**src/rtl/pmem_pkg.sv**
```systemverilog
// pmem_pkg: shared types and default window constants for the physical-memory
// arbiter. Holds the arbiter state encoding, the requester id used for the
// round-robin pointer and ownership, and the default memory window.
package pmem_pkg;

  typedef enum logic [1:0] {
    IDLE,
    MREQ,
    MWAIT,
    RESP
  } state_t;

  typedef enum logic {
    REQ_IFU,
    REQ_LSU
  } req_id_t;

  localparam logic [31:0] MEM_BASE_DEF = 32'h8000_0000;
  localparam logic [31:0] MEM_SIZE_DEF = 32'h0800_0000;

endpackage

```
**src/rtl/pmem_addr_check.sv**
```systemverilog
// pmem_addr_check: combinational physical-memory window compare.
//   addr     in  32  byte address to test
//   in_range out 1   1 when BASE <= addr < BASE+SIZE
// The compare is done at 33 bits so a window touching 2^32 does not wrap.
module pmem_addr_check
  import pmem_pkg::*;
#(
  parameter logic [31:0] BASE = MEM_BASE_DEF,
  parameter logic [31:0] SIZE = MEM_SIZE_DEF
) (
  input  logic [31:0] addr,
  output logic        in_range
);

  logic [32:0] addr_x;
  logic [32:0] lo;
  logic [32:0] hi;

  assign addr_x   = {1'b0, addr};
  assign lo       = {1'b0, BASE};
  assign hi       = {1'b0, BASE} + {1'b0, SIZE};
  assign in_range = (addr_x >= lo) && (addr_x < hi);

endmodule

```
**src/rtl/pmem_arbiter.sv**
```systemverilog
// pmem_arbiter: shares the single physical-memory port between the IFU and
// the LSU, one transaction at a time, round-robin on ties.
//   clock, reset (async, active-low)
//   ifu_req_*  / ifu_resp_*  : fetch request / response (valid/ready)
//   lsu_req_*  / lsu_resp_*  : load/store request / response (valid/ready)
//   mem_req_*  / mem_resp_*  : memory port; one response pulse per request
// Out-of-window addresses are answered locally with fault=1 and data 0.
module pmem_arbiter
  import pmem_pkg::*;
#(
  parameter logic [31:0] MEM_BASE = MEM_BASE_DEF,
  parameter logic [31:0] MEM_SIZE = MEM_SIZE_DEF
) (
  input  logic        clock,
  input  logic        reset,
  input  logic        ifu_req_valid,
  output logic        ifu_req_ready,
  input  logic [31:0] ifu_req_addr,
  output logic        ifu_resp_valid,
  input  logic        ifu_resp_ready,
  output logic [31:0] ifu_resp_inst,
  output logic        ifu_resp_fault,
  input  logic        lsu_req_valid,
  output logic        lsu_req_ready,
  input  logic [31:0] lsu_req_addr,
  input  logic        lsu_req_wen,
  input  logic [63:0] lsu_req_wdata,
  input  logic [7:0]  lsu_req_wmask,
  output logic        lsu_resp_valid,
  input  logic        lsu_resp_ready,
  output logic [63:0] lsu_resp_rdata,
  output logic        lsu_resp_fault,
  output logic        mem_req_valid,
  input  logic        mem_req_ready,
  output logic [63:0] mem_req_addr,
  output logic        mem_req_wen,
  output logic [63:0] mem_req_wdata,
  output logic [7:0]  mem_req_wmask,
  input  logic        mem_resp_valid,
  input  logic [63:0] mem_resp_rdata
);

  state_t      state;
  req_id_t     last_grant;
  req_id_t     owner;
  logic [31:0] addr_q;
  logic        wen_q;
  logic [63:0] wdata_q;
  logic [7:0]  wmask_q;
  logic [63:0] rdata_q;
  logic        fault_q;

  logic        ifu_grant;
  logic        lsu_grant;
  logic        accept;
  logic [31:0] acc_addr;
  logic        acc_in_range;

  // Round-robin: on a tie the requester that did not win last time goes.
  always_comb begin
    ifu_grant = ifu_req_valid && (!lsu_req_valid || (last_grant == REQ_LSU));
    lsu_grant = lsu_req_valid && !ifu_grant;
  end

  assign ifu_req_ready = (state == IDLE) && ifu_grant;
  assign lsu_req_ready = (state == IDLE) && lsu_grant;
  assign accept        = ifu_req_ready || lsu_req_ready;
  assign acc_addr      = ifu_grant ? ifu_req_addr : lsu_req_addr;

  // The window check runs on the address being latched so its result is
  // available at the accept edge; it is the same value as the latched address.
  pmem_addr_check #(
    .BASE(MEM_BASE),
    .SIZE(MEM_SIZE)
  ) u_addr_check (
    .addr    (acc_addr),
    .in_range(acc_in_range)
  );

  always_ff @(posedge clock or negedge reset) begin
    if (!reset) begin
      state          <= IDLE;
      last_grant     <= REQ_LSU;
      owner          <= REQ_IFU;
      addr_q         <= '0;
      wen_q          <= 1'b0;
      wdata_q        <= '0;
      wmask_q        <= '0;
      rdata_q        <= '0;
      fault_q        <= 1'b0;
      mem_req_valid  <= 1'b0;
      ifu_resp_valid <= 1'b0;
      lsu_resp_valid <= 1'b0;
    end else begin
      unique case (state)
        IDLE: begin
          if (accept) begin
            owner      <= ifu_grant ? REQ_IFU : REQ_LSU;
            last_grant <= ifu_grant ? REQ_IFU : REQ_LSU;
            addr_q     <= acc_addr;
            wen_q      <= lsu_grant && lsu_req_wen;
            wdata_q    <= lsu_grant ? lsu_req_wdata : '0;
            wmask_q    <= lsu_grant ? lsu_req_wmask : '0;
            rdata_q    <= '0;
            if (acc_in_range) begin
              fault_q       <= 1'b0;
              mem_req_valid <= 1'b1;
              state         <= MREQ;
            end else begin
              fault_q        <= 1'b1;
              ifu_resp_valid <= ifu_grant;
              lsu_resp_valid <= lsu_grant;
              state          <= RESP;
            end
          end
        end
        MREQ: begin
          if (mem_req_ready) begin
            mem_req_valid <= 1'b0;
            state         <= MWAIT;
          end
        end
        MWAIT: begin
          if (mem_resp_valid) begin
            rdata_q        <= wen_q ? '0 : mem_resp_rdata;
            ifu_resp_valid <= (owner == REQ_IFU);
            lsu_resp_valid <= (owner == REQ_LSU);
            state          <= RESP;
          end
        end
        RESP: begin
          if ((ifu_resp_valid && ifu_resp_ready) || (lsu_resp_valid && lsu_resp_ready)) begin
            ifu_resp_valid <= 1'b0;
            lsu_resp_valid <= 1'b0;
            state          <= IDLE;
          end
        end
        default: state <= IDLE;
      endcase
    end
  end

  assign ifu_resp_inst  = addr_q[2] ? rdata_q[63:32] : rdata_q[31:0];
  assign ifu_resp_fault = fault_q && (owner == REQ_IFU);
  assign lsu_resp_rdata = rdata_q;
  assign lsu_resp_fault = fault_q && (owner == REQ_LSU);

  assign mem_req_addr  = {32'h0, addr_q};
  assign mem_req_wen   = wen_q;
  assign mem_req_wdata = wdata_q;
  assign mem_req_wmask = wmask_q;

endmodule

```
**config.mk**
```make
export PLATFORM = sky130hd
export DESIGN_NAME = pmem_arbiter
export DESIGN_NICKNAME = d
export VERILOG_FILES = /design/src/rtl/pmem_pkg.sv /design/src/rtl/pmem_addr_check.sv /design/src/rtl/pmem_arbiter.sv
export SDC_FILE = /design/constraint.sdc
export NUM_CORES = 1
export LEC_CHECK = 0
export ABC_CLOCK_PERIOD_IN_PS = 5020
export CAP_MARGIN = 10
export CORE_AREA = 2 2 177 179
export DETAILED_ROUTE_END_ITERATION = 7
export DIE_AREA = 0 0 179 181
export SYNTH_ARGS = -nofsm -noshare
export SYNTH_HDL_FRONTEND = slang
export SYNTH_SLANG_ARGS = --single-unit
```
**constraint.sdc**
```tcl
create_clock -name clock -period 5.02 [get_ports clock]
set_clock_uncertainty 0.05 [all_clocks]
set_input_delay 1.255 -clock clock [delete_from_list [all_inputs] [get_ports clock]]
set_output_delay 1.255 -clock clock [all_outputs]
set_load 0.03 [all_outputs]
```
; Yosys cells after proc, flatten, opt, wreduce, memory -nomap -nowiden
; Cells that the tools add are included.
[word_totals]
ramBits = 0
register_bits = 177
latch_bits = 0
output_inout_bits = 240
memories = 0
mem_bits_ro = 0
word_cells = 77
inputBits = 209
[classes]
order_cmp = 2
div_mod_pow = 0
n_bitwise = 1
n_shift = 0
n_mul = 0
n_reduce_logical = 24
mux = 29
n_eq_ne = 9
addsub = 0
[op_table]
columns = op, n
row1 = $mux W64, 4
row2 = $pmux W64 S2, 1
row3 = $mux W32, 2
row4 = $ge A32 B32 Y1 const B, 1
row5 = $lt A32 B32 Y1 const B, 1
row6 = $mux W1, 12
row7 = $ne A2 B2 Y1 const B, 6
row8 = $logic_and A1 B1 Y1, 10
row9 = $mux W2, 5
row10 = $mux W8, 1
row11 = $pmux W2 S4, 1
row12 = $reduce_and A4 Y1, 2
row13 = $pmux W1 S3, 2
row14 = $reduce_and A5 Y1, 1
row15 = $eq A2 B2 Y1 const B, 2
row16 = $reduce_bool A2 Y1, 2
row17 = $logic_or A1 B1 Y1, 3
row18 = $reduce_and A3 Y1, 1
row19 = $reduce_bool A3 Y1, 1
row20 = $eq A2 B1 Y1 const B, 1
row21 = $logic_not A1 Y1, 2
row22 = $logic_not A2 Y1, 1
row23 = $pmux W1 S2, 1
row24 = $reduce_and A2 Y1, 1
row25 = $not A1 Y1, 1

; Logic depth before layout (Yosys ltp)
; Gate-level depths: netlist (run 1).
[logic_depth]
word_depth = 9
depth_mapped = 10
depth_no_buf = 7

; Hierarchy
; A second synthesis (run 1) with hierarchy kept.
[hier_totals]
hier_cells = 713
hier_area_um2 = 7968.9
[modules_own_cells]
columns = module, seq_area_each_um2, cells_each, n_inst, area_each_um2
row1 = pmem_arbiter, 4430.5, 711, 1, 7950.1
row2 = pmem_addr_check, 0.0, 2, 1, 18.8

; Least setup slack after synthesis (run 1)
; No wires, ideal clock.
[synth_timing]
kind = input port to output port
start = in lsu_req_valid
end = out ifu_req_ready
path_buffers = 2
required_time_ns = 3.715
arrival_time_ns = 2.173
setup_slack_ns = 1.542
cell_stages = 5
path_cell_list = inv_2 o21ai_1 buf_4 buf_2 nor2_1
[synth_via]
elab_chain_len = 4
[synth_rtl]
columns = item, line_no
row1 = from (decl), pmem_arbiter.sv:23  ; input logic lsu_req_valid,
row2 = $logic_not A1 Y1, pmem_arbiter.sv:61  ; ifu_grant = ifu_req_valid && (!lsu_req_valid || (last_grant == REQ_LSU));
row3 = $logic_or A1 B1 Y1, pmem_arbiter.sv:61
row4 = $logic_and A1 B1 Y1, pmem_arbiter.sv:61
row5 = $logic_and A1 B1 Y1, pmem_arbiter.sv:65  ; assign ifu_req_ready = (state == IDLE) && ifu_grant;
row6 = to (decl), pmem_arbiter.sv:17  ; output logic ifu_req_ready,
; Every way passes these cells.

; Worst setup path after layout (run 1)
[layout_timing]
start = in ifu_req_valid
end = out lsu_req_ready
[layout_via]
elab_chain_len = 4
[layout_rtl]
columns = item, line_no
row1 = from (decl), pmem_arbiter.sv:16  ; input logic ifu_req_valid,
row2 = $logic_and A1 B1 Y1, pmem_arbiter.sv:61
row3 = $logic_not A1 Y1, pmem_arbiter.sv:62  ; lsu_grant = lsu_req_valid && !ifu_grant;
row4 = $logic_and A1 B1 Y1, pmem_arbiter.sv:62
row5 = $logic_and A1 B1 Y1, pmem_arbiter.sv:66  ; assign lsu_req_ready = (state == IDLE) && lsu_grant;
row6 = to (decl), pmem_arbiter.sv:24  ; output logic lsu_req_ready,
; Every way passes these cells.

==> results.md, run 1 <==
* Max clock buf depth at 2
* Detailed Route Iter0 Violations at 306
* Post_cts resized at 0
* HP Start: addr_q[7]
* Full die area at around 32000 µm²
* Count of cell types in the netlist at 33
* TNS Setup at 0 ns
* Top cells by area, synth: dfrtp_1 (57%), a22o_1 (8.3%), nand2_1 (8.1%)
* Final core utilization at 0.418
* Post-synth EDFFs at 0
* Pre-CTS setup slack at 0.841 ns
* RSZ-0062 raised after global routing: no
* Final setup vio count at 0
* CTS Buf Count at 17
* Root Buffer: clkbuf_16
* Commonest non-fill, non-tap cell in the layout: clkdlybuf4s50_1
* Layout Cells excl Fill at around 1500
* Pin count of the biggest net entering global routing at 129
* WL per Instance at approximately 17 µm
* Startpoint types: input port
* Worst Reg2Reg Path Length in Cells at 6
* Share of layout cells above drive strength 1 at 0.0773
* Relative slew margins at 0.411
* DRT antenna net count at 0
* I/O pins at approximately 450
* Register area at about 4400 µm²
* Remaining global-route overflow at 0
* Achievable frequency at 0.238 GHz
* Hold_buf cts at 0
* CP Launch Point: ifu_req_valid
* Residual DRC at 0
* Average cell area after synthesis at 10.8 µm²
* Top cell type by total area after synthesis: dfrtp_1
* Via count at 6538
* Synth Flop Type: dfrtp_1
* DIE WIDTH at 179 µm
* Most frequent cells in the layout: clkdlybuf4s50_1 (415), dfrtp_1 (176), nand2_1 (165), o21ai_0 (99), a22o_1 (73)
* Num rows at 64
* Post-CTS Setup Bufs at 0
* Yosys warning count at 0
* Total GRT Usage at 0.153
* Max_cap viols at 0
* Setup slack after layout at 0.826 ns
* Crit end category: primary output
* Static leakage at 5.54 nW
* WS Path Type: input port to primary output
* PwrDens at 739 nW/µm²
* Vias/cell at 4.33
* First-pass GRT wire length at 38400 µm
* H-tree depth at 4
* Fin crit share at 0.835
* Ys async rst share at 1.00
* Cell count of the worst hold path at 2
* Clock slew at reported path FFs at around 0.070 ns
* Slew @ Worst Pin at 0.882 ns
* Worst flop-to-flop path startpoint: state[0]
* Number of global-route vias before repair at 6692
* #FFs+latches synth at 177
* Core area at 30300 µm²
* Worst min path class: register to register
* TritonRoute pass-1 iters at 4
* Post-DP HPWL at 18500 µm
* Layout overhead on the synthesized area at 65.5%
* WP data required at 3.71 ns
* CTS sink count at 177
* Final Max Slew Viols at 0
* Ant. Diodes at 0
* Overall Power at 9.38 mW
* Multi-input gate area at 2900 µm²
* Post-synthesis sequential area ratio at 0.577
* Buffers on Ports at ~420
* Initial antenna violation count at 0
* Min Clock Period, post-route at 4.19 ns
* Final wirelength at around 25000 µm
* Final nets at 1314
* Cells after DPL at 1477
* Synthesized area at 7670 µm²
* Starting Density at 0.253
* CTS tree: yes
* Vert. Die Dim at 181 µm
* Crit path max fanout at 4
* Top cell type's share of synthesized area at 0.574
* Gp weighted congestion at about 0.77
* Worst skew pair latency at 0.42 ns
* Syn Inst Count at 710
* Max VDD drop at 340 µV
* CP arrival at approximately 2.9 ns
* Hold Vio Cnt, Final at 0
* Number of fill cells at 2996
* Outcome: completed
-- synth_stat cells (all sizes together) (2+ instances only) --
cell    count
dfrtp     176
nand2     165
o21ai     102
a22o       73
buf        63
mux2       35
mux2i      33
clkbuf     22
inv         7
a21oi       5
ha          5
nor2        3
nor2b       3
a21boi      2
and2        2
nand2b      2
nor4        2
-- where the power goes --
group	leakage [nW]	total [mW]	internal, mW	switching [mW]
Sequential	2.31	2.62	2.13	0.493
Clock	0.275	1.34	0.701	0.642
Combinational	2.96	5.42	2.24	3.18
-- worst paths after layout --
| path | to | slack [ns] |
|---|---|---|
| setup / recovery | lsu_req_ready | 0.83 |
| hold / removal | addr_q[7] | 0.43 |
| setup reg to reg | lsu_resp_rdata[9] | 2.36 |
| hold reg to reg | addr_q[7] | 0.43 |
| max in group asynchronous | lsu_resp_rdata[14] | 3.15 |
| min in group asynchronous | lsu_resp_rdata[39] | 0.77 |
-- kinds of logic (layout without fill, tap and decap cells) --
group,Yosys count,count (layout),share of synthesized area
adders and majority gates,5,5,0.00815
other,1,32,0.000489
AOI/OAI and AO/OA,188,188,0.162
muxes,68,68,0.0949
DFF,177,177,0.577
and+or+nand+nor,179,179,0.0912
buffers and inverters,92,464,0.0657
-- sequential cells by signal (all words and copies together) (netlist names) --
register / count
ifu_resp_valid: 1
lsu_resp_rdata: 64
last_grant: 1
mem_req_valid: 1
mem_req_wen: 1
owner: 1
lsu_resp_valid: 1
state: 2
mem_req_wdata: 64
addr_q: 32
mem_req_wmask: 8
fault_q: 1
-- critical path, cell delays in order --
cell and delay [ns]:
clkdlybuf4s50_1 0.53, and2_1 0.26, nor3_2 0.14, clkdlybuf4s50_1 0.70
-- metrics by stage --
step | hold WS (ns) | instance area [µm²]
after floorplan | 0.406 | 7790
after global placement | 0.410 | 12100
after detailed placement | 0.419 | 12100
after CTS | 0.435 | 12700
after global routing | 0.456 | 12700
final | 0.426 | 12700
-- area by class of cell --
cell class                 instances  area share
sequential                       177       0.349
tap                              396      0.0390
clock inverter                    15      0.0115
timing repair buffer             425       0.336
inverter                           7     0.00207
multi-input combinational        472       0.228
clock buffer                      17      0.0335
-- routing by layer --
metal  part of all wire  track usage  routed length (µm)  up-vias
li1                   -            -                   -     3170
met1               0.42        0.194               10700     3082
met2               0.49        0.255               12400      281
met3              0.086       0.0465                2190        5
met4             0.0058       0.0315                 148        0
met5                  0            0                   0        -
(Power assumes the default switching activity.)
==> inputs of run 2 (changes only) <==
- ABC_CLOCK_PERIOD_IN_PS: 5020 -> 3590
- CORE_AREA: 2 2 177 179 -> 2 2 175 177
- DIE_AREA: 0 0 179 181 -> 0 0 177 179
- clock period: 5.02 -> 3.59 ns (I/O delays scaled with it)
==> results.md, run 2 (synthesized netlist as in run 1, its figures left out) <==
* Outcome: completed
* CP arrival at 2.23 ns
* Reg power frac at 0.278
* Fin crit share at 0.886
* Startpoint types: register
* Layout overhead on the synthesized area at 66.9%
* Achievable frequency at approximately 0.31 GHz
* Max clock buf depth at 2
* Register area at 4430 µm²
* Worst min path class: register to register
* WL per Instance at 17.0 µm
* Final wirelength at 25700 µm
* Number of fill cells at 2926
* Hold Vio Cnt, Final at 0
* Final setup vio count at 0
* Worst Hold Slack at around 0.43 ns
* Num rows at 64
* Max_cap viols at 0
* Overall Power at 13.3 mW
* CTS Buf Count at 17
* Worst skew pair latency at 0.43 ns
* Comb pwr share at 0.570
* TritonRoute pass-1 iters at 4
* Detailed Route Iter0 Violations at 318
* Relative slew margins at 0.315
* Cell count of the worst hold path at 2
* First-pass GRT wire length at about 38000 µm
* Static leakage at 5.60 nW
* Full die area at approximately 32000 µm²
* Number of global-route vias before repair at 6659
* Gp weighted congestion at around 0.78
* Crit end category: primary output
* CTS tree: yes
* Pin count of the biggest net entering global routing at 78
* Core area at 30000 µm²
* Post-DP HPWL at roughly 19000 µm
* Total GRT Usage at 0.158
* Residual DRC at 0
* Remaining global-route overflow at 0
* Root Buffer: clkbuf_16
* Slew @ Worst Pin at slightly above 1 ns
* NetSw at around 6.0 mW
* TNS Setup at 0 ns
* CTS sink count at 177
* Post_cts resized at 0
* Vert. Die Dim at around 180 µm
* Buffers on Ports at 416
* Via count at 6603
* CP bufs+invs at 2
* Max VDD drop at 462 µV
* Starting Density at 0.255
* Final Max Slew Viols at 0
* Post-CTS Setup Bufs at 0
* Crit path max fanout at 34
* Most frequent cells in the layout: clkdlybuf4s50_1 (413), dfrtp_1 (176), nand2_1 (165), o21ai_0 (99), a22o_1 (73)
* Final nets at 1320
* CP max stage cell: clkdlybuf4s50_1
* Post-DP Area at between 10000 and 15000 µm²
* Cell Chain, Critical Path: buf_4 > mux2_2 > clkdlybuf4s50_1
* Share of layout cells above drive strength 1 at 0.0840
* I/O pins at between 400 and 500
* Max incr delay on CP at 0.60 ns
* PwrDens at 1040 nW/µm²
* DIE WIDTH at between 150 and 200 µm
* RSZ-0062 raised after global routing: no
* Switching Share at 0.453
* Family with the most delay on the worst path: buffers and inverters
* Initial antenna violation count at 0
* Crit. path cell count at 3
* Clock slew at reported path FFs at roughly 0.07 ns
* Ant. Diodes at 0
* Worst Reg2Reg Path Length in Cells at 7
* Min Clock Period, post-route at between 3 and 4 ns
* Multi-input gate area at just under 3000 µm²
* WS Path Type: register to primary output
* Clock share of power at 0.152
* Design Area, Final at 12800 µm²
* Hold_buf cts at 0
* Vias/cell at 4.36
* DRT antenna net count at 0
* WP data required at 2.64 ns
* H-tree depth at 4
* P_int at 7.29 mW
* Commonest non-fill, non-tap cell in the layout: clkdlybuf4s50_1
## run 2: cell count changes in the layout (fill, tap and decap cells not counted), sizes merged
cell / before / now
clkbuf: 17 / 18
buf: 10 / 18
clkinvlp: 3 / 2
clkdlybuf4s50: 415 / 413
clkinv: 3 / 0
bufinv: 1 / 3
inv: 15 / 16
## run 2: worst paths after layout
kind	startpoint	to	slack (ns)
max	addr_q[2]	ifu_resp_inst[17]	0.41
min	addr_q[5]	addr_q[5]	0.43
max reg2reg	state[0]	lsu_resp_rdata[42]	1.09
min reg2reg	addr_q[5]	addr_q[5]	0.43
max in group asynchronous	reset	lsu_resp_rdata[46]	2.21
min in group asynchronous	reset	lsu_resp_rdata[43]	0.47
## run 2: layout make-up
cell class | instances | share of cell area
clock inverters | 14 | 0.0149
repair buffers | 431 | 0.338
clock buffers | 18 | 0.0343
multi-input cells | 472 | 0.226
inverters | 7 | 0.00205
flip-flops and latches | 177 | 0.346
well taps | 396 | 0.0387
## run 2: per-layer routing
metal	global-route usage	vias up	wire length, µm
li1	-	3181	-
met2	0.258	290	12300
met5	0	-	0
met1	0.202	3118	11000
met4	0.0448	0	320
met3	0.0488	14	2020
## run 2: worst register-to-register path, stage by stage, from the launching register on
cell and delay, ns:
dfrtp_1 0.41, inv_1 0.13, ha_1 0.49, nor2b_1 0.30, a21oi_1 0.11, o21ai_4 0.40, buf_12 0.34, o21ai_0 0.15
## run 2: through the flow
stage | setup WS (ns) | instances | utilization
after floorplan | 0.827 | 741 | -
after global placement | 0.619 | 1483 | 0.405
after detailed placement | 0.597 | 1483 | 0.405
after CTS | 0.387 | 1515 | 0.426
after global routing | 0.339 | 1515 | 0.426
final | 0.410 | 1515 | 0.426
## run 2: power by group through the flow
stage	clock [mW]	sequential (mW)	combinational, mW
floorplan	0	5.42	2.59
global placement	0	3.72	7.61
detailed placement	0	3.72	7.66
CTS	2.09	3.72	7.68
global route	2.17	3.84	8.10
finish	2.03	3.71	7.60
==> inputs of run 3 (changes only) <==
- CTS_BUF_LIST: unset -> sky130_fd_sc_hd__clkbuf_4 sky130_fd_sc_hd__clkbuf_8
- GPL_ROUTABILITY_DRIVEN: unset -> 0
==> results.md, run 3 (synthesized netlist as in run 1, its figures left out) <==
* Overall Power at 12.9 mW
* NetSw at around 6 mW
* Reg power frac at 0.288
* H-tree depth at 4
* DRT antenna net count at 0
* Share of layout cells above drive strength 1 at 0.0840
* Max clock buf depth at 2
* CTS sink count at 177
* Initial antenna violation count at 0
* Remaining global-route overflow at 0
* Number of global-route vias before repair at 6663
* Slew @ Worst Pin at 1.03 ns
* Commonest non-fill, non-tap cell in the layout: clkdlybuf4s50_1
* First-pass GRT wire length at 38300 µm
* Switching Share at 0.465
* Max VDD drop at 464 µV
* CTS tree: yes
* TNS Setup at 0 ns
* Buffers on Ports at 416
* Worst skew pair latency at 0.45 ns
* Crit end category: primary output
* Final core utilization at 0.420
* Hold_buf cts at 0
* Achievable frequency at 0.312 GHz
* Pre-CTS setup slack at 0.597 ns
* Fin crit share at 0.892
* Residual DRC at 0
* Max_cap viols at 0
* Total GRT Usage at 0.157
* Post-CTS Setup Bufs at 0
* Final nets at 1320
* Post_cts resized at 0
* Post-DP HPWL at between 15000 and 20000 µm
* Final Max Slew Viols at 0
* Min Clock Period, post-route at roughly 3.2 ns
* WL per Instance at roughly 17 µm
* Final setup vio count at 0
* Vert. Die Dim at 179 µm
* P_int at 6.88 mW
* Static leakage at 5.52 nW
* CP max stage cell: clkdlybuf4s50_1
* Max incr delay on CP at 0.60 ns
* Comb pwr share at 0.591
* WP data required at 2.64 ns
* Startpoint types: register
* DIE WIDTH at about 180 µm
* WS Path Type: register to primary output
* Full die area at between 30000 and 40000 µm²
* Clock share of power at 0.121
* RSZ-0062 raised after global routing: no
* Outcome: completed
* Vias/cell at about 4.4
* Final wirelength at 25700 µm
* Hold Vio Cnt, Final at 0
* Layout overhead on the synthesized area at 64.4%
* Clock slew at reported path FFs at 0.10 ns
* CP Launch Point: addr_q[2]
* CTS Buf Count at 17
* Root Buffer: clkbuf_8
* Num rows at 64
* Pin count of the biggest net entering global routing at between 70 and 80
* Ant. Diodes at 0
* Via count at 6620
* Relative slew margins at 0.310
* PwrDens at 1020 nW/µm²
* Most frequent cells in the layout: clkdlybuf4s50_1 (413), dfrtp_1 (176), nand2_1 (165), o21ai_0 (99), a22o_1 (73)
* TritonRoute pass-1 iters at 4
* Core area at 30000 µm²
* Starting Density at 0.255
* Detailed Route Iter0 Violations at between 300 and 400
* Cell Chain, Critical Path: buf_4 > mux2_2 > clkdlybuf4s50_1
* Worst flop-to-flop path startpoint: state[0]
* CP arrival at between 2 and 2.5 ns
* I/O pins at 449
* Setup slack after layout at just under 0.4 ns
* Crit path max fanout at 34
* Worst min path class: input port to async pin
-- run 3: area by class of cell --
| type | instances | area, µm² |
|---|---|---|
| Fill cell | 2955 | 17400 |
| Clock buffer | 18 | 248 |
| Timing Repair Buffer | 431 | 4320 |
| Tap cell | 396 | 495 |
| Clock inverter | 14 | 191 |
| Sequential cell | 177 | 4430 |
| Multi-Input combinational cell | 472 | 2900 |
| Inverter | 7 | 26.3 |
-- run 3: path summary, 6_finish.rpt --
| check | end | cells after the start | slack (ns) |
|---|---|---|---|
| hold / removal | lsu_resp_rdata[43] | 1 | 0.43 |
| setup reg to reg | lsu_resp_rdata[46] | 7 | 1.08 |
| max in group asynchronous | lsu_resp_rdata[11] | 2 | 2.24 |
| setup / recovery | ifu_resp_inst[12] | 3 | 0.39 |
| min in group clock | addr_q[5] | 2 | 0.43 |
| hold reg to reg | addr_q[5] | 2 | 0.43 |
-- run 3: worst max-delay path: cells and delay by family, from the launching register on --
| kind | cells | cell delay [ns] |
|---|---|---|
| buffers and inverters | 2 | 1.03 |
| muxes | 1 | 0.42 |
| DFF | 1 | 0.34 |
-- run 3: layer usage --
layer | GRT usage | wire, µm
met1 | 0.202 | 11000
met2 | 0.256 | 12300
met3 | 0.0477 | 2080
met4 | 0.0441 | 329
met5 | 0 | 0
-- run 3: stage by stage --
| step | instance area [µm²] | hold slack [ns] | std cells |
|---|---|---|---|
| after floorplan | 7790 | 0.406 | 741 |
| after global placement | 12200 | 0.411 | 1483 |
| after detailed placement | 12200 | 0.419 | 1483 |
| after CTS | 12600 | 0.423 | 1515 |
| after global routing | 12600 | 0.443 | 1515 |
| final | 12600 | 0.432 | 1515 |
-- run 3: power by group through the flow --
| stage | combinational [mW] | sequential [mW] | clock [mW] |
|---|---|---|---|
| 2_1_floorplan | 2.59 | 5.42 | 0 |
| 3_3_place_gp | 7.61 | 3.72 | 0 |
| 3_5_place_dp | 7.66 | 3.72 | 0 |
| 4_1_cts | 7.68 | 3.72 | 1.62 |
| 5_1_grt | 8.09 | 3.84 | 1.70 |
| 6_report | 7.59 | 3.70 | 1.56 |
==> RTL edit 1, RTL diff (settings of run 3) <==
Make the reset (`reset`) synchronous in one clocked block. Comments in the files are not updated.
--- a/src/rtl/pmem_arbiter.sv
+++ b/src/rtl/pmem_arbiter.sv
@@ -77,7 +77,7 @@
     .in_range(acc_in_range)
   );
 
-  always_ff @(posedge clock or negedge reset) begin
+  always_ff @(posedge clock) begin
     if (!reset) begin
       state          <= IDLE;
       last_grant     <= REQ_LSU;
Behaviour: differs if reset is asserted again (counterexample within 4 cycles, from zero or initial values and one cycle with reset low); with reset held inactive, the same outputs for 4 cycles.
==> RTL edit 1 against run 3 <==
  * Hold slack worse by 14 ps
  * Setup slack improved by 8.0 ps
  * Critical path depth is the same
  * Global-route usage increased by 0.76 points
  * Total power shrank 39%
  * Routed wire length rose by 6.0%
  * Clock power down 8%
  * Sequential cell count unchanged
  * Register-to-register slack improved by 110 ps
  * Largest power group unchanged
  * Cell area fell by 3.8%
  * Largest cell class is now buffers
  * Critical path type unchanged
  * Sequential power fell by 31%
  * Synthesized area shrank 3.8%
  * Combinational power shrank 50%
==> RTL edit 1: results (changes against run 3) <==
The leakage component of the power is 4.338 nW (was 5.517 nW). The capturing point of the worst reg2reg path was lsu_resp_rdata[21] (was lsu_resp_rdata[46]). The standard cell area after detailed placement is 0.01173 sq mm (was 0.01218 sq mm). The pin count of the biggest net entering global routing came to 75 (was 78). The worst slack on hold paths is 417.6 ps (was 431.7 ps). The register-to-register path setup slack was 1190 ps (was 1080 ps).

The relative max-transition margin came out at 0.4504 (was 0.3096). The share of final-layout standard cells stronger than drive strength 1 is 0.07362 (was 0.08400). The fraction of the yosys area taken by sequential cells is 0.4802 (was 0.5775). Cells taking the most area after synthesis: sky130_fd_sc_hd__dfxtp_1, sky130_fd_sc_hd__a22oi_1, sky130_fd_sc_hd__nand3_1 (was sky130_fd_sc_hd__dfrtp_1, sky130_fd_sc_hd__a22o_1, sky130_fd_sc_hd__nand2_1). The pre-CTS setup slack was 491.4 ps (was 597.1 ps).

The highest net fanout along the worst path was 33 (was 34). Commonest cells in the synthesized netlist: sky130_fd_sc_hd__dfxtp_1, sky130_fd_sc_hd__nor2_1, sky130_fd_sc_hd__nand2_1 (was sky130_fd_sc_hd__dfrtp_1, sky130_fd_sc_hd__nand2_1, sky130_fd_sc_hd__o21ai_0). The critical path's largest stage delay is 630 ps (was 600 ps). The maximum clock frequency came out at 313.0 MHz (was 312.3 MHz). The average detailed-routed wire length per instance is 16.67 um (was 16.97 um).

The routed wire length is 27,250 um (was 25,700 um). The sequential share of power came out at 0.328 (was 0.288). The internal power contribution is 0.004428 W (was 0.006877 W).

The fraction of power consumed by the clock network is 0.182 (was 0.121). The total design power came to 0.007836 W (was 0.01286 W). The number of nets in the layout is 1,437 (was 1,320). The reg-to-reg startpoint is state[0] (unchanged).

The total global-route track usage came out at 0.1650 (was 0.1574). The first-iteration detailed-routing DRC count is 324 (was 317). The number of global-route vias before repair is 7,366 (was 6,663). The buffer depth of the longest clock path came to 2 (unchanged).

Result of the run: completed (unchanged). The number of antenna violations at the first check in global routing is 2 (was 0). The via count of the routed design came out at 7,508 (was 6,620). The HPWL reported at the end of detailed placement came out at 19,430 um (was 18,680 um). The highest ir drop seen on vdd came out at 252.4 uV (was 464.4 uV). The async set-reset flop share out of synthesis is 0 (was 1.000). The clock latency on the worst-skew pair came out at 470 ps (was 450 ps). The number of iterations in the first detailed-routing pass is 5 (was 4).

The startpoint of the most critical setup path is addr_q[2] (unchanged). The number of cells in the design after placement came out at 1,600 (was 1,483). The primary flip-flop cell chosen by synthesis mapping is sky130_fd_sc_hd__dfxtp_1 (was sky130_fd_sc_hd__dfrtp_1). The root buffer cell is sky130_fd_sc_hd__clkbuf_8 (unchanged). The slowest library cell on the worst path is sky130_fd_sc_hd__clkdlybuf4s50_1 (unchanged).

The count of different cell masters after synthesis is 38 (was 33). The critical path capture point was ifu_resp_inst[10] (was ifu_resp_inst[12]).
RTL edit 1: cell families after synthesis:
family                     Yosys count  share of synthesized area
buffers and inverters              116                    0.08834
AOI/OAI and AO/OA                  192                     0.1780
other                                1                  0.0005082
muxes                               34                    0.05154
and+or+nand+nor                    328                     0.1929
adders and majority gates            5                   0.008477
DFF                                177                     0.4802
RTL edit 1: per-layer routing:
layer,GRT usage,up-vias,share of wire
met5,0,-,0
met4,0.05854,0,0.019
met3,0.05810,25,0.089
met2,0.2709,316,0.49
met1,0.1993,3492,0.41
li1,-,3675,-
RTL edit 1: area by class of cell:
| class | count | area (sq um) |
|---|---|---|
| fillers | 3019 | 17890 |
| repair buffers | 430 | 4334 |
| flip-flops and latches | 177 | 3543 |
| multi-input cells | 591 | 3333 |
| well taps | 396 | 495.5 |
| clock buffers | 19 | 255.2 |
| clock inverters | 13 | 142.6 |
| inverters | 6 | 27.53 |
| diodes | 3 | 7.507 |
==> RTL edit 2, RTL diff (settings of run 3) <==
Made on the original files. Put a register stage on the outputs `ifu_resp_fault` and `lsu_resp_fault`, cleared by the reset. The values now appear one clock later. The other outputs are not delayed to match.
--- a/src/rtl/pmem_arbiter.sv
+++ b/src/rtl/pmem_arbiter.sv
@@ -141,9 +141,16 @@
   end
 
   assign ifu_resp_inst  = addr_q[2] ? rdata_q[63:32] : rdata_q[31:0];
-  assign ifu_resp_fault = fault_q && (owner == REQ_IFU);
   assign lsu_resp_rdata = rdata_q;
-  assign lsu_resp_fault = fault_q && (owner == REQ_LSU);
+  always_ff @(posedge clock or negedge reset) begin
+    if (!reset) begin
+      ifu_resp_fault <= '0;
+      lsu_resp_fault <= '0;
+    end else begin
+      ifu_resp_fault <= fault_q && (owner == REQ_IFU);
+      lsu_resp_fault <= fault_q && (owner == REQ_LSU);
+    end
+  end
 
   assign mem_req_addr  = {32'h0, addr_q};
   assign mem_req_wen   = wen_q;
Formal check against the unedited RTL: not equivalent (a bounded check fails within 4 cycles, from zero or initial values and one cycle with reset low).
==> RTL edit 2 against run 3 <==
  * Largest cell class unchanged
  * Non-clock buffer count unchanged
  * Cell area hardly changed
  * Global-route usage is 0.28 points lower
  * Critical path type unchanged
  * Synthesized area rose by 0.46%
  * Via count fell by 0.12%
  * Core utilization about the same
  * Total power is 1.1% lower
  * Routed wire length down 2.2%
  * Setup slack gained 12 ps
  * Sequential cell count increased by 2
  * Combinational power grew 0.8%
==> RTL edit 2: results (changes against run 3) <==
The number of port buffers was 416 (unchanged). The final antenna diode count is 0 (unchanged). The first-iteration detailed-routing DRC count was 275 (was 317). The total global-route track usage is 0.1546 (was 0.1574). The root buffer cell is sky130_fd_sc_hd__clkbuf_8 (unchanged). The number of iterations in the first detailed-routing pass was 4 (unchanged). The total clock buffers created by CTS came out at 17 (unchanged). The number of nets in the layout is 1,321 (was 1,320). The pin count of the biggest net entering global routing is 75 (was 78). The critical path's top delay family is buffers and inverters (unchanged).

The slowest library cell on the worst path is sky130_fd_sc_hd__clkdlybuf4s50_1 (unchanged). The buffer depth of the longest clock path is 2 (unchanged). The highest net fanout along the worst path was 33 (was 34). The register-to-register path setup slack is 960 ps (was 1080 ps). The sort of element at the end of the critical path is an output port (unchanged). The clock latency on the worst-skew pair is 440 ps.

The HPWL reported at the end of detailed placement came out at 18,640 um (was 18,680 um). The average detailed-routed wire length per instance came out at 16.58 um (was 16.97 um). After clock tree synthesis, the clock-pin slew on the worst setup and hold paths is 110 ps.

The fraction of the yosys area taken by sequential cells is 0.5813 (was 0.5775). The number of cells in the design after placement is 1,484 (was 1,483). The slew at the pin with the worst max-slew slack came out at 818.9 ps (was 1032 ps). Commonest cells in the synthesized netlist: sky130_fd_sc_hd__dfrtp_1, sky130_fd_sc_hd__nand2_1, sky130_fd_sc_hd__o21ai_0 (unchanged). The share of final-layout standard cells stronger than drive strength 1 is 0.08036 (was 0.08400). The routed wire length came to 25,140 um (was 25,700 um). The number of filler cells placed in the layout came out at 2,984 (was 2,955).

The post-synthesis cell count is 711 (was 710). The worst min-delay path class is input port to async pin (unchanged). The count of different cell masters after synthesis is 33 (unchanged). The critical path's largest stage delay is 600 ps (about the same).

The count of instances resized after the clock tree is built is 0 (unchanged). The number of global-route vias before repair is 6,528 (was 6,663). Result of the run: completed (unchanged). Cells taking the most area after synthesis: sky130_fd_sc_hd__dfrtp_1, sky130_fd_sc_hd__a22o_1, sky130_fd_sc_hd__nand2_1 (unchanged). The via count of the routed design came to 6,612 (was 6,620). The leakage component of the power came to 5.512 nW (was 5.517 nW). The buffers inserted during post-CTS setup optimization came out at 0 (unchanged). The highest ir drop seen on vdd is 586.6 uV (was 464.4 uV). The global-route wire length before repair is 37,810 um (was 38,300 um).
==> RTL edit 2: cell types whose count changed after synthesis, moves of 2 or more <==
| cell | delta |
|---|---|
| sky130_fd_sc_hd__mux2i_1 | +2 |
| sky130_fd_sc_hd__clkbuf_1 | +4 |
| sky130_fd_sc_hd__buf_4 | -2 |
| sky130_fd_sc_hd__a21boi_0 | -2 |
| sky130_fd_sc_hd__buf_1 | -3 |
| sky130_fd_sc_hd__mux2_1 | +2 |
| sky130_fd_sc_hd__mux2_2 | -2 |
| sky130_fd_sc_hd__o21ai_1 | +3 |
| sky130_fd_sc_hd__o21ai_0 | -3 |
| sky130_fd_sc_hd__dfrtp_1 | +2 |
==> RTL edit 2: final cells by class <==
class	count	share of cell area
sequential	179	0.3549
timing repair buffer	431	0.3446
multi-input combinational	472	0.2293
tap	396	0.03924
clock buffer	18	0.01913
clock inverter	14	0.01110
inverter	6	0.001784
==> RTL edit 2: logic make-up (layout without fill, tap and decap cells) <==
kind of cell               count (synthesis)  in the layout  share of synthesized area
AOI/OAI and AO/OA                        186            186                     0.1589
and+or+nand+nor                          180            180                    0.09172
DFF                                      179            179                     0.5813
buffers and inverters                     91            469                    0.06412
muxes                                     69             69                    0.09529
adders and majority gates                  5              5                   0.008117
other                                      1             32                  0.0004865
==> RTL edit 2: worst paths after layout <==
| kind | startpoint | end | cells after the start |
|---|---|---|---|
| max | addr_q[2] | ifu_resp_inst[12] | 3 |
| min | reset | lsu_resp_rdata[18] | 1 |
| max reg2reg | state[0] | mem_req_wdata[63] | 6 |
| min reg2reg | addr_q[11] | addr_q[11] | 2 |
| max in group asynchronous | reset | mem_req_wdata[46] | 2 |
| min in group clock | addr_q[11] | addr_q[11] | 2 |
==> RTL edit 2: power by group <==
part           total, W  internal [W]  switching, W
Sequential      0.00370       0.00301      0.000694
Clock           0.00137      0.000523      0.000845
Combinational   0.00765       0.00321       0.00444
Total            0.0127       0.00673       0.00598
==> RTL edit 2: per-stage QoR <==
step	hold WS, ps	worst slack (ps)	power [W]	area, sq um
floorplan	387.9	829.5	0.008028	7824
global placement	411.4	458.8	0.01141	12240
detailed placement	421.7	430.5	0.01147	12240
CTS	365.2	327.6	0.01291	12630
global route	377.6	277.4	0.01352	12630
finish	394.8	399.1	0.01271	12630
==> RTL edit 2: layer usage <==
| layer | up-vias | global-route usage | wire length, um |
|---|---|---|---|
| li1 | 3184 | - | - |
| met1 | 3164 | 0.1941 | 10530 |
| met2 | 253 | 0.2636 | 12450 |
| met3 | 11 | 0.04538 | 1939 |
| met4 | 0 | 0.03237 | 217 |
| met5 | - | 0 | 0 |
